<file path="src/rtl/uart_pkg.sv">
// Shared definitions for the UART echo datapath: operating modes, FSM states
// and the ASCII constants used by the case-folding transform.
package uart_pkg;

  localparam int unsigned MODE_BITS = 2;

  localparam logic [MODE_BITS-1:0] MODE_MANUAL = 2'd0;
  localparam logic [MODE_BITS-1:0] MODE_ECHO   = 2'd1;
  localparam logic [MODE_BITS-1:0] MODE_ADD    = 2'd2;
  localparam logic [MODE_BITS-1:0] MODE_UPPER  = 2'd3;

  typedef enum logic [2:0] {
    ST_IDLE    = 3'd0,
    ST_CAPTURE = 3'd1,
    ST_XFORM   = 3'd2,
    ST_WAIT_TX = 3'd3,
    ST_SEND    = 3'd4
  } state_t;

  localparam int unsigned ASCII_LOWER_A    = 32'h61;
  localparam int unsigned ASCII_LOWER_Z    = 32'h7A;
  localparam int unsigned ASCII_CASE_DELTA = 32'h20;

endpackage

</file>
<file path="src/rtl/uart_echo_engine_byte_xform.sv">
// Combinational per-word transform: identity, modular add of OFFSET, or
// lower-to-upper case folding of ASCII letters (only for words of 8+ bits).
module byte_xform
  import uart_pkg::*;
#(
  parameter int unsigned DATA_BITS = 8,
  parameter int unsigned OFFSET    = 1
) (
  input  logic [MODE_BITS-1:0] i_mode,
  input  logic [DATA_BITS-1:0] i_byte,
  output logic [DATA_BITS-1:0] o_byte
);

  // Truncating the cast is exactly the modulo 2^DATA_BITS reduction.
  localparam logic [DATA_BITS-1:0] ADDEND   = DATA_BITS'(OFFSET);
  localparam bit                   UPPER_EN = (DATA_BITS >= 8);

  logic w_is_lower;

  always_comb begin
    w_is_lower = UPPER_EN
                 && (32'(i_byte) >= ASCII_LOWER_A)
                 && (32'(i_byte) <= ASCII_LOWER_Z);
    o_byte = i_byte;
    case (i_mode)
      MODE_ADD:   o_byte = i_byte + ADDEND;
      MODE_UPPER: begin
        if (w_is_lower) begin
          o_byte = i_byte - DATA_BITS'(ASCII_CASE_DELTA);
        end
      end
      default:    o_byte = i_byte;
    endcase
  end

endmodule

</file>
<file path="src/rtl/uart_echo_engine.sv">
// RX-FIFO to TX-FIFO loopback controller with optional per-word transform,
// manual/continuous pacing, traffic counters and a sticky overrun flag.
module uart_echo_engine
  import uart_pkg::*;
#(
  parameter int unsigned DATA_BITS = 8,
  parameter int unsigned CNT_BITS  = 16,
  parameter int unsigned OFFSET    = 1
) (
  input  logic                 clk_100MHz,
  input  logic                 reset_n,
  input  logic [MODE_BITS-1:0] mode,
  input  logic                 trig,
  input  logic                 rx_empty,
  input  logic                 rx_full,
  input  logic                 tx_full,
  input  logic [DATA_BITS-1:0] read_data,
  output logic                 read_uart,
  output logic                 write_uart,
  output logic [DATA_BITS-1:0] write_data,
  output logic [DATA_BITS-1:0] last_byte,
  output logic [CNT_BITS-1:0]  rx_count,
  output logic [CNT_BITS-1:0]  tx_count,
  output logic [CNT_BITS-1:0]  miss_count,
  output logic                 overrun,
  output logic                 busy
);

  state_t               r_state;
  logic [MODE_BITS-1:0] r_mode_q;
  logic                 r_read_uart;
  logic                 r_write_uart;
  logic [DATA_BITS-1:0] r_hold;
  logic [DATA_BITS-1:0] r_last_byte;
  logic [CNT_BITS-1:0]  r_rx_count;
  logic [CNT_BITS-1:0]  r_tx_count;
  logic [CNT_BITS-1:0]  r_miss_count;
  logic                 r_overrun;
  logic                 r_busy;

  logic [DATA_BITS-1:0] w_xform_byte;
  logic                 w_start;
  logic                 w_miss;

  // Transform the FIFO head while it is popped so the hold register already
  // carries the final word from XFORM onward.
  byte_xform #(
    .DATA_BITS (DATA_BITS),
    .OFFSET    (OFFSET)
  ) u_byte_xform (
    .i_mode (r_mode_q),
    .i_byte (read_data),
    .o_byte (w_xform_byte)
  );

  assign w_start = !rx_empty && ((mode != MODE_MANUAL) || trig);
  assign w_miss  = (mode == MODE_MANUAL) && trig && rx_empty;

  always_ff @(posedge clk_100MHz) begin
    if (!reset_n) begin
      r_state      <= ST_IDLE;
      r_mode_q     <= MODE_MANUAL;
      r_read_uart  <= 1'b0;
      r_write_uart <= 1'b0;
      r_hold       <= '0;
      r_last_byte  <= '0;
      r_rx_count   <= '0;
      r_tx_count   <= '0;
      r_miss_count <= '0;
      r_overrun    <= 1'b0;
      r_busy       <= 1'b0;
    end else begin
      r_read_uart  <= 1'b0;
      r_write_uart <= 1'b0;

      if (rx_full && (r_mode_q != MODE_MANUAL)) begin
        r_overrun <= 1'b1;
      end

      case (r_state)
        ST_IDLE: begin
          r_mode_q <= mode;
          if (w_start) begin
            r_state     <= ST_CAPTURE;
            r_read_uart <= 1'b1;
            r_busy      <= 1'b1;
          end else if (w_miss) begin
            r_miss_count <= r_miss_count + CNT_BITS'(1);
          end
        end
        ST_CAPTURE: begin
          r_last_byte <= read_data;
          r_hold      <= w_xform_byte;
          r_rx_count  <= r_rx_count + CNT_BITS'(1);
          r_state     <= ST_XFORM;
        end
        ST_XFORM, ST_WAIT_TX: begin
          if (!tx_full) begin
            r_state      <= ST_SEND;
            r_write_uart <= 1'b1;
          end else begin
            r_state <= ST_WAIT_TX;
          end
        end
        ST_SEND: begin
          r_tx_count <= r_tx_count + CNT_BITS'(1);
          r_state    <= ST_IDLE;
          r_busy     <= 1'b0;
        end
        default: begin
          r_state <= ST_IDLE;
          r_busy  <= 1'b0;
        end
      endcase
    end
  end

  assign read_uart  = r_read_uart;
  assign write_uart = r_write_uart;
  assign write_data = r_hold;
  assign last_byte  = r_last_byte;
  assign rx_count   = r_rx_count;
  assign tx_count   = r_tx_count;
  assign miss_count = r_miss_count;
  assign overrun    = r_overrun;
  assign busy       = r_busy;

endmodule

</file>
<file path="config.mk">
export PLATFORM = sky130hd
export DESIGN_NAME = uart_echo_engine
export DESIGN_NICKNAME = d
export VERILOG_FILES = /design/src/rtl/uart_pkg.sv /design/src/rtl/uart_echo_engine_byte_xform.sv /design/src/rtl/uart_echo_engine.sv
export SDC_FILE = /design/constraint.sdc
export NUM_CORES = 1
export LEC_CHECK = 0
export ABC_CLOCK_PERIOD_IN_PS = 1800
export BUFFER_PORTS_ARGS = -buffer_cell sky130_fd_sc_hd__buf_2
export CORE_MARGIN = 10
export CORE_UTILIZATION = 24
export CTS_BUF_LIST = sky130_fd_sc_hd__clkbuf_16
export CTS_CLUSTER_SIZE = 8
export DETAILED_ROUTE_END_ITERATION = 8
export MAX_ROUTING_LAYER = met4
export PLACE_DENSITY_LB_ADDON = 0.25
export SETUP_SLACK_MARGIN = 0.02
export SLEW_MARGIN = 10
export SYNTH_ARGS = -nofsm -noshare
export SYNTH_HDL_FRONTEND = slang
export SYNTH_SLANG_ARGS = --single-unit
</file>
<file path="constraint.sdc">
create_clock -name clk_100MHz -period 1.8 [get_ports clk_100MHz]
set_clock_uncertainty 0.15 [all_clocks]
set_input_delay 0.36 -clock clk_100MHz [delete_from_list [all_inputs] [get_ports clk_100MHz]]
set_output_delay 0.36 -clock clk_100MHz [all_outputs]
set_load 0.01 [all_outputs]
</file>
[Yosys cells after proc, flatten, opt, wreduce, memory -nomap -nowiden]
Index checks and enable logic that the tools add are counted.
Cells by class
  reductions and logical operators: 17
  equal/unequal tests: 7
  add/sub/neg operators: 5
  mux-type cells: 9
  bitwise logic cells: 2
  magnitude comparators: 2
Operators by type and width (count)
  $add 16x1->16 const B: 3
  $pmux 8 s2: 1
  $pmux 3 s3: 1
  $add 8x1->8 const B: 1
  $ge 8x7->1 const B: 1
  $le 8x7->1 const B: 1
  $mux 8: 1
  $sub 8x6->8 const B: 1
  $eq 3x2->1 const B: 2
  $mux 3: 2
  $reduce_and 2->1: 3
  $logic_and 1x1->1: 5
  $eq 2x2->1 const B: 2
  $reduce_bool 2->1: 2
  $eq 3x1->1 const B: 1
  $eq 3x3->1 const B: 1
  $logic_not 3->1: 1
  $mux 1: 3
  $reduce_and 3->1: 1
  $reduce_or 3->1: 1
  $logic_not 2->1: 1
  $ne 2x2->1 const B: 1
  $not 1->1: 2
  $pmux 1 s2: 1
  3 further kinds: 3
Storage, ports and cells
  output and inout bits: 68
  flip-flop bits (word level): 73
  logic and storage cells: 53
  input bits: 16

[Logic depth before layout (Yosys ltp)]
Gate-level depths: netlist (run 1).
  word-level depth: 5
  depth in mapped cells: 6
  mapped depth without buffers: 6

[Hierarchy]
From an unflattened synthesis (run 1), not the netlist that was laid out.
Second synthesis, totals
  cells, all modules: 402
  area total of the unflattened synthesis: 3374.5 µm²
Modules (own cells, without submodules)
  uart_echo_engine: seq. area each 1461.4 µm², instances 1, area an instance 3076.7 µm², cells an instance 361
  byte_xform: seq. area each 0.0 µm², instances 1, area an instance 297.8 µm², cells an instance 41

[Worst setup path after synthesis (run 1)]
OpenSTA, ideal clock, no wires.
  path kind: register to register
  start point: register r_tx_count[0] (netlist: tx_count[0])
  end point: register r_tx_count[14] (netlist: tx_count[14])
  data required time: 1580 ps
  buffers on the path: 1
  path slack: -185 ps
  arrival: 1765 ps
  cell stages (with the launch flop): 7
  cell sequence: dfxtp_1 ha_1 inv_1 or3_1 buf_2 or4_1 a21oi_1
On the way
  word-level cells in the longest chain between the ends: 1
RTL lines
  start, declared: line uart_echo_engine.sv:36  | logic [CNT_BITS-1:0] r_tx_count;
  start signal, assigned: line uart_echo_engine.sv:106  | r_tx_count <= r_tx_count + CNT_BITS'(1);
  $add 16x1->16: line uart_echo_engine.sv:106
No other way between the ends.
A chain may end at the register's enable or synchronous reset.

[Worst setup path in the final report (run 1)]
  start point: register r_state[1]
  end point: register r_tx_count[15] (netlist: tx_count[15])
On the way
  word-level cells in the longest chain between the ends: 1
RTL lines
  start, declared: line uart_echo_engine.sv:29  | state_t r_state;
  start signal, assigned: line uart_echo_engine.sv:61  | r_state <= ST_IDLE;
  start signal, assigned: line uart_echo_engine.sv:84  | r_state <= ST_CAPTURE;
  start signal, assigned: line uart_echo_engine.sv:95  | r_state <= ST_XFORM;
  $eq 3x3->1: line uart_echo_engine.sv:80  | case (r_state)
No other way between the ends.

==> results of run 1 <==
-- Yosys cell counts (2+ instances only) --
cell type / number
dfxtp_1: 73
nor2b_1: 2
or3_1: 16
and4bb_2: 2
xnor2_1: 12
nor2_1: 29
or4_1: 14
buf_1: 3
nor4b_1: 2
nor3b_1: 3
inv_1: 16
a21oi_1: 42
o31ai_1: 15
xor2_1: 11
and4_1: 4
nor3_1: 6
mux2i_1: 2
nor4_1: 5
buf_2: 2
nand4_1: 10
nand3_1: 19
a211oi_1: 4
clkbuf_1: 11
nand2_1: 44
o21ai_0: 16
and3_1: 6
ha_1: 9
-- metal layers --
| layer | wire length [µm] | global-route usage |
|---|---|---|
| met1 | 4850 | 0.130 |
| met2 | 4620 | 0.157 |
| met3 | 440 | 0.0414 |
| met4 | 136 | 0.0355 |
| met5 | 0 | - |
-- state kept, by name, indices dropped and copies added, names as in the netlist, 2 cells and up --
| register | cells |
|---|---|
| miss_count | 16 |
| rx_count | 16 |
| tx_count | 16 |
| last_byte | 8 |
| write_data | 8 |
| r_state | 3 |
| r_mode_q | 2 |
-- what timing repair did --
action,in CTS,in global routing
pin swaps,5,12
gates resized for setup,11,26
setup buffers,3,6
endpoints found under the setup margin,18,22
gates cloned,0,0
-- power groups by stage --
stage	clock, µW	combinational, µW	sequential (µW)
after floorplan	0	164	1740
after global placement	0	345	1720
after detailed placement	0	348	1720
after CTS	1670	354	1690
after global routing	1720	394	1690
final	1580	352	1690
-- final cells by class --
type                    instances  area, µm²
fillers                      1496       8930
multi-input cells             287       1880
flip-flops and latches         73       1480
repair buffers                150        945
clock buffers                   9        225
well taps                     180        225
inverters                      16       60.1
clock inverters                 7       30.0
-- worst max-delay path, stage by stage (launching register included) --
cell	delay [ns]
dfxtp_2	0.34
nand4bb_4	0.23
buf_6	0.13
or3_4	0.38
or4_4	0.42
a21oi_2	0.13
-- per-stage QoR --
step / setup WS [ns] / power, µW / hold slack (ns) / utilization
finish: -0.0518 / 3620 / 0.0669 / 0.351
global route: -0.0969 / 3810 / 0.0631 / 0.351
CTS: -0.0553 / 3710 / 0.0499 / 0.341
detailed placement: -0.184 / 2070 / 0.291 / 0.318
global placement: -0.161 / 2070 / 0.285 / 0.318
floorplan: -0.0870 / 1900 / 0.286 / -
-- worst max path at each step --
stage	end	cells after the start	startpoint	slack (ns)
CTS	tx_count[15]	5	r_state[1]	-0.06
global route	tx_count[15]	5	r_state[1]	-0.1
global placement	miss_count[5]	6	mode[0]	-0.16
detailed placement	miss_count[5]	6	mode[0]	-0.18
finish	tx_count[15]	5	r_state[1]	-0.05
floorplan	tx_count[14]	5	r_state[0]	-0.09
-- logic make-up (layout without fill, tap and decap cells) --
group / after synthesis / after routing / share of synthesized area
adders and majority gates: 9 / 9 / 0.0336
muxes: 2 / 2 / 0.00597
buffers and inverters: 33 / 182 / 0.0388
xor gates and xnor gates: 23 / 23 / 0.0601
and+or+nand+nor: 172 / 172 / 0.287
DFF: 73 / 73 / 0.436
AOI/OAI and AO/OA: 81 / 81 / 0.139
==> results.toml, run 1 <==
[run]
drv_cap = 0

[logic_synthesis]
ys.flop_type = "dfxtp_1"
synth-edff-count = 0
synth_cells = 393
yosysWarnings = 0
ys_top_cells_by_area = "dfxtp_1 (44%), a21oi_1 (6.3%), nand2_1 (4.9%)"
synth_top_area_cell = "dfxtp_1"
synth_async_sr_flop_share = 0
syn_area_mm2 = 0.00335
avgSynthCellArea_um2 = 8.53
synthesis.nets = 418
synthDistinctLibCells = 42
synth-seq-cells = 73
ys_seq_area_frac = 0.436
synth_top_area_share = 0.436

[setup_path]
worstSetupStartpointType = "flop"
cp.required_ns = 1.92
timing.rr.start = "r_state[1]"
ff2ff_path_depth = 5
regToRegSetupSlack_ns = -0.05
worst_r2r_endpoint = "tx_count[15]"
crit_type = "flop to flop"
arrival_ns = 1.97
crit_fanout = 4
worst_setup_path_end_kind = "flop"

[floorplanning]
die_area_mm2 = 0.0191
start_util = 0.243
ioPinCount = 84
placementRows = 43
core_mm2 = 0.0138
fp.dieW_um = 138
die_h_um = 138

[finish]
final_cell_mix = "buf_2 (83), dfxtp_1 (66), buf_4 (60)"
mostFrequentLayoutCell = "buf_2"
final_area_mm2 = 0.00484
finish.net_count = 562
area_growth_pct = 44.3
drive_above_1_share = 0.371
antennaDiodeCount = 0
stdcell_count = 722

[timing]
slew_headroom = 0.732
period_share = 1.03
fin_ws_ns = -0.0518
fin_tns_setup_ns = -0.106
hold_violations = 0
fmax_ghz = 0.540
tightest_slew_ns = 0.398
period_needed_ns = 1.85
grt_setup_unrepaired = "yes"
maxSlewViolCount = 0
setup_viol = 3

[power_and_ir_drop]
clock_power_share = 0.437
seq_power_share = 0.466
p_comb_frac = 0.097
ir_worst_vdd_mv = 0.404
p_sw_frac = 0.249
p_switching_uw = 903
leakage_uw = 0.00201
powerDensity_mw_per_mm2 = 748
internal_power_uw = 2720

[placement]
dp.cells = 697
io_buffers = 83
gp_congestion = 0.795
postPlaceCellArea_mm2 = 0.00438
dp.final_hpwl_um = 7480

[route]
viasPerCell = 4.63
ant_nets = 0
routed_wl_um = 10000
wire_per_inst_um = 13.9
drt_iter0_markers = 207
dr.pass1.iters = 4
vias = 3343
drc = 0

[global_routing]
grt_use_total = 0.106
grt_pass1_wl_um = 16400
grt_antenna_before_repair = 0
grt_pass1_vias = 3259
grt_max_degree = 28
grt.overflow.total = 0

[worst_hold_path]
holdPathEnd = "r_state[2]"
hold_class = "input pin to flop"
hp-start = "tx_full"
worstHoldPathCells = 2

[run_status]
violations = "negative setup slack"
status = "finished with violations"

[cts]
cts_buffers = 9
clkTransAtPathRegs_ns = 0.06
clk_path_buf_depth = 2
cts_sinks = 73
clock-root-buffer = "clkbuf_16"
holdBufCountCts = 0
clock_latency_ns = 0.34
cts_tree = "done"
h-tree-depth = 3
No activity file was read; power rests on OpenSTA's default activity.
==> inputs of run 2 (changes only) <==
--- a/config.mk
+++ b/config.mk
@@ -8,7 +8,7 @@
 export ABC_CLOCK_PERIOD_IN_PS = 1800
 export BUFFER_PORTS_ARGS = -buffer_cell sky130_fd_sc_hd__buf_2
 export CORE_MARGIN = 10
-export CORE_UTILIZATION = 24
+export CORE_UTILIZATION = 36
 export CTS_BUF_LIST = sky130_fd_sc_hd__clkbuf_16
 export CTS_CLUSTER_SIZE = 8
 export DETAILED_ROUTE_END_ITERATION = 8
==> constraint.sdc (replaced) <==
create_clock -name clk_100MHz -period 1.8 [get_ports clk_100MHz]
set_clock_uncertainty 0.15 [all_clocks]
set_input_delay 0.36 -clock clk_100MHz [delete_from_list [all_inputs] [get_ports clk_100MHz]]
set_output_delay 0.36 -clock clk_100MHz [all_outputs]
set_load 0.1 [all_outputs]
==> results.toml, run 2 (same netlist as run 1, synthesis figures left out) <==
[setup_path]
worst_setup_path_end_kind = "flop"
worst_r2r_endpoint = "miss_count[12]"
crit_type = "flop to flop"
arrival_ns = 1.89
cp.required_ns = 1.90
regToRegSetupSlack_ns = 0.005
worstSetupStartpointType = "flop"
crit_fanout = 7
ff2ff_path_depth = 6
timing.rr.start = "r_state[2]"

[finish]
drive_above_1_share = 0.427
finish.net_count = 540
fillCellCount = 852
antennaDiodeCount = 0
area_growth_pct = 41.9
final_cell_mix = "buf_2 (83), nand2_1 (44), buf_4 (35)"
mostFrequentLayoutCell = "buf_2"

[timing]
setup_viol = 0
period_share = 0.997
hold_violations = 0
fmax_ghz = 0.557
maxSlewViolCount = 0
period_needed_ns = 1.79
whs_ns = 0.103
grt_setup_unrepaired = "yes"
fin_ws_ns = 0.00542
tightest_slew_ns = 0.501
slew_headroom = 0.668

[worst_hold_path]
holdPathEnd = "r_state[2]"
hold_class = "input pin to flop"
hp-start = "tx_full"
worstHoldPathCells = 2

[cts]
clk_path_buf_depth = 2
cts_sinks = 73
h-tree-depth = 3
clkTransAtPathRegs_ns = 0.05
holdBufCountCts = 0
clock_latency_ns = 0.32
cts_tree = "done"
clock-root-buffer = "clkbuf_16"
cts_buffers = 9

[route]
drc = 0
wire_per_inst_um = 14.2
vias = 3253
routed_wl_um = 8960
viasPerCell = 5.16
drt_iter0_markers = 168
ant_nets = 0
dr.pass1.iters = 4

[floorplanning]
die_area_mm2 = 0.0136
start_util = 0.366
fp.dieW_um = 117
ioPinCount = 84
placementRows = 35
die_h_um = 117
core_mm2 = 0.00915

[global_routing]
grt_max_degree = 34
grt.overflow.total = 0
grt_pass1_vias = 3142
grt_use_total = 0.137
grt_antenna_before_repair = 0
grt_pass1_wl_um = 14800

[placement]
dp.final_hpwl_um = 6560
io_buffers = 83
gp_congestion = 0.782
dp_slack_ns = -0.0800

[power_and_ir_drop]
ir_worst_vdd_mv = 0.487
leakage_uw = 0.00191
powerDensity_mw_per_mm2 = 788

[run_status]
status = "finished, final reports clean"

[run]
drv_cap = 0
-- run 2: worst max-delay path, stage by stage (launching register included) --
cell     delay, ns
dfxtp_2       0.34
buf_6         0.14
nor3_4        0.22
nand4_1       0.13
buf_6         0.15
or4_4         0.48
a21oi_2       0.12
-- run 2: area by class of cell --
type / count / area [µm²] / share of cell area
flip-flops and latches: 73 / 1600 / 0.336
repair buffers: 128 / 800 / 0.168
multi-input cells: 287 / 1910 / 0.401
clock inverters: 7 / 26.3 / 0.00552
clock buffers: 9 / 225 / 0.0473
inverters: 16 / 60.1 / 0.0126
well taps: 111 / 139 / 0.0292
-- run 2: worst max path at each step --
stage | startpoint | to | slack (ns) | cells after the start
floorplan | tx_count[2] | tx_count[12] | -0.23 | 5
detailed placement | mode[0] | miss_count[12] | -0.08 | 6
CTS | r_state[2] | miss_count[12] | 0.006 | 6
finish | r_state[2] | miss_count[12] | 0.005 | 6
global placement | mode[0] | miss_count[15] | -0.08 | 6
global route | r_state[1] | tx_count[13] | -0.06 | 5
-- run 2: report_power, final --
| part | internal (µW) | total (µW) | switching [µW] |
|---|---|---|---|
| clock network | 898 | 1520 | 621 |
| logic | 147 | 578 | 431 |
| registers | 1620 | 1650 | 31.2 |
| total | 2660 | 3750 | 1080 |
-- run 2: what timing repair did --
item,CTS,global route
resized for setup,8,28
gates cloned,0,0
setup buffers,5,4
setup endpoints to repair,15,22
pin swaps,6,15
-- run 2: layer usage --
layer / GRT usage / share of wire
met4: 0.0425 / 0.0075
met3: 0.0267 / 0.042
met5: - / 0
met2: 0.222 / 0.49
met1: 0.167 / 0.46
-- run 2: per-stage QoR --
| stage | area, µm² | power (µW) | util | cells | TNS, ns |
|---|---|---|---|---|---|
| 2_1_floorplan | 3560 | 2100 | - | 393 | -0.938 |
| 3_3_place_gp | 4300 | 2240 | 0.470 | 606 | -0.495 |
| 3_5_place_dp | 4300 | 2250 | 0.470 | 606 | -0.728 |
| 4_1_cts | 4620 | 3800 | 0.505 | 627 | 0 |
| 5_1_grt | 4760 | 3930 | 0.520 | 631 | -0.367 |
| 6_report | 4760 | 3750 | 0.520 | 631 | 0 |
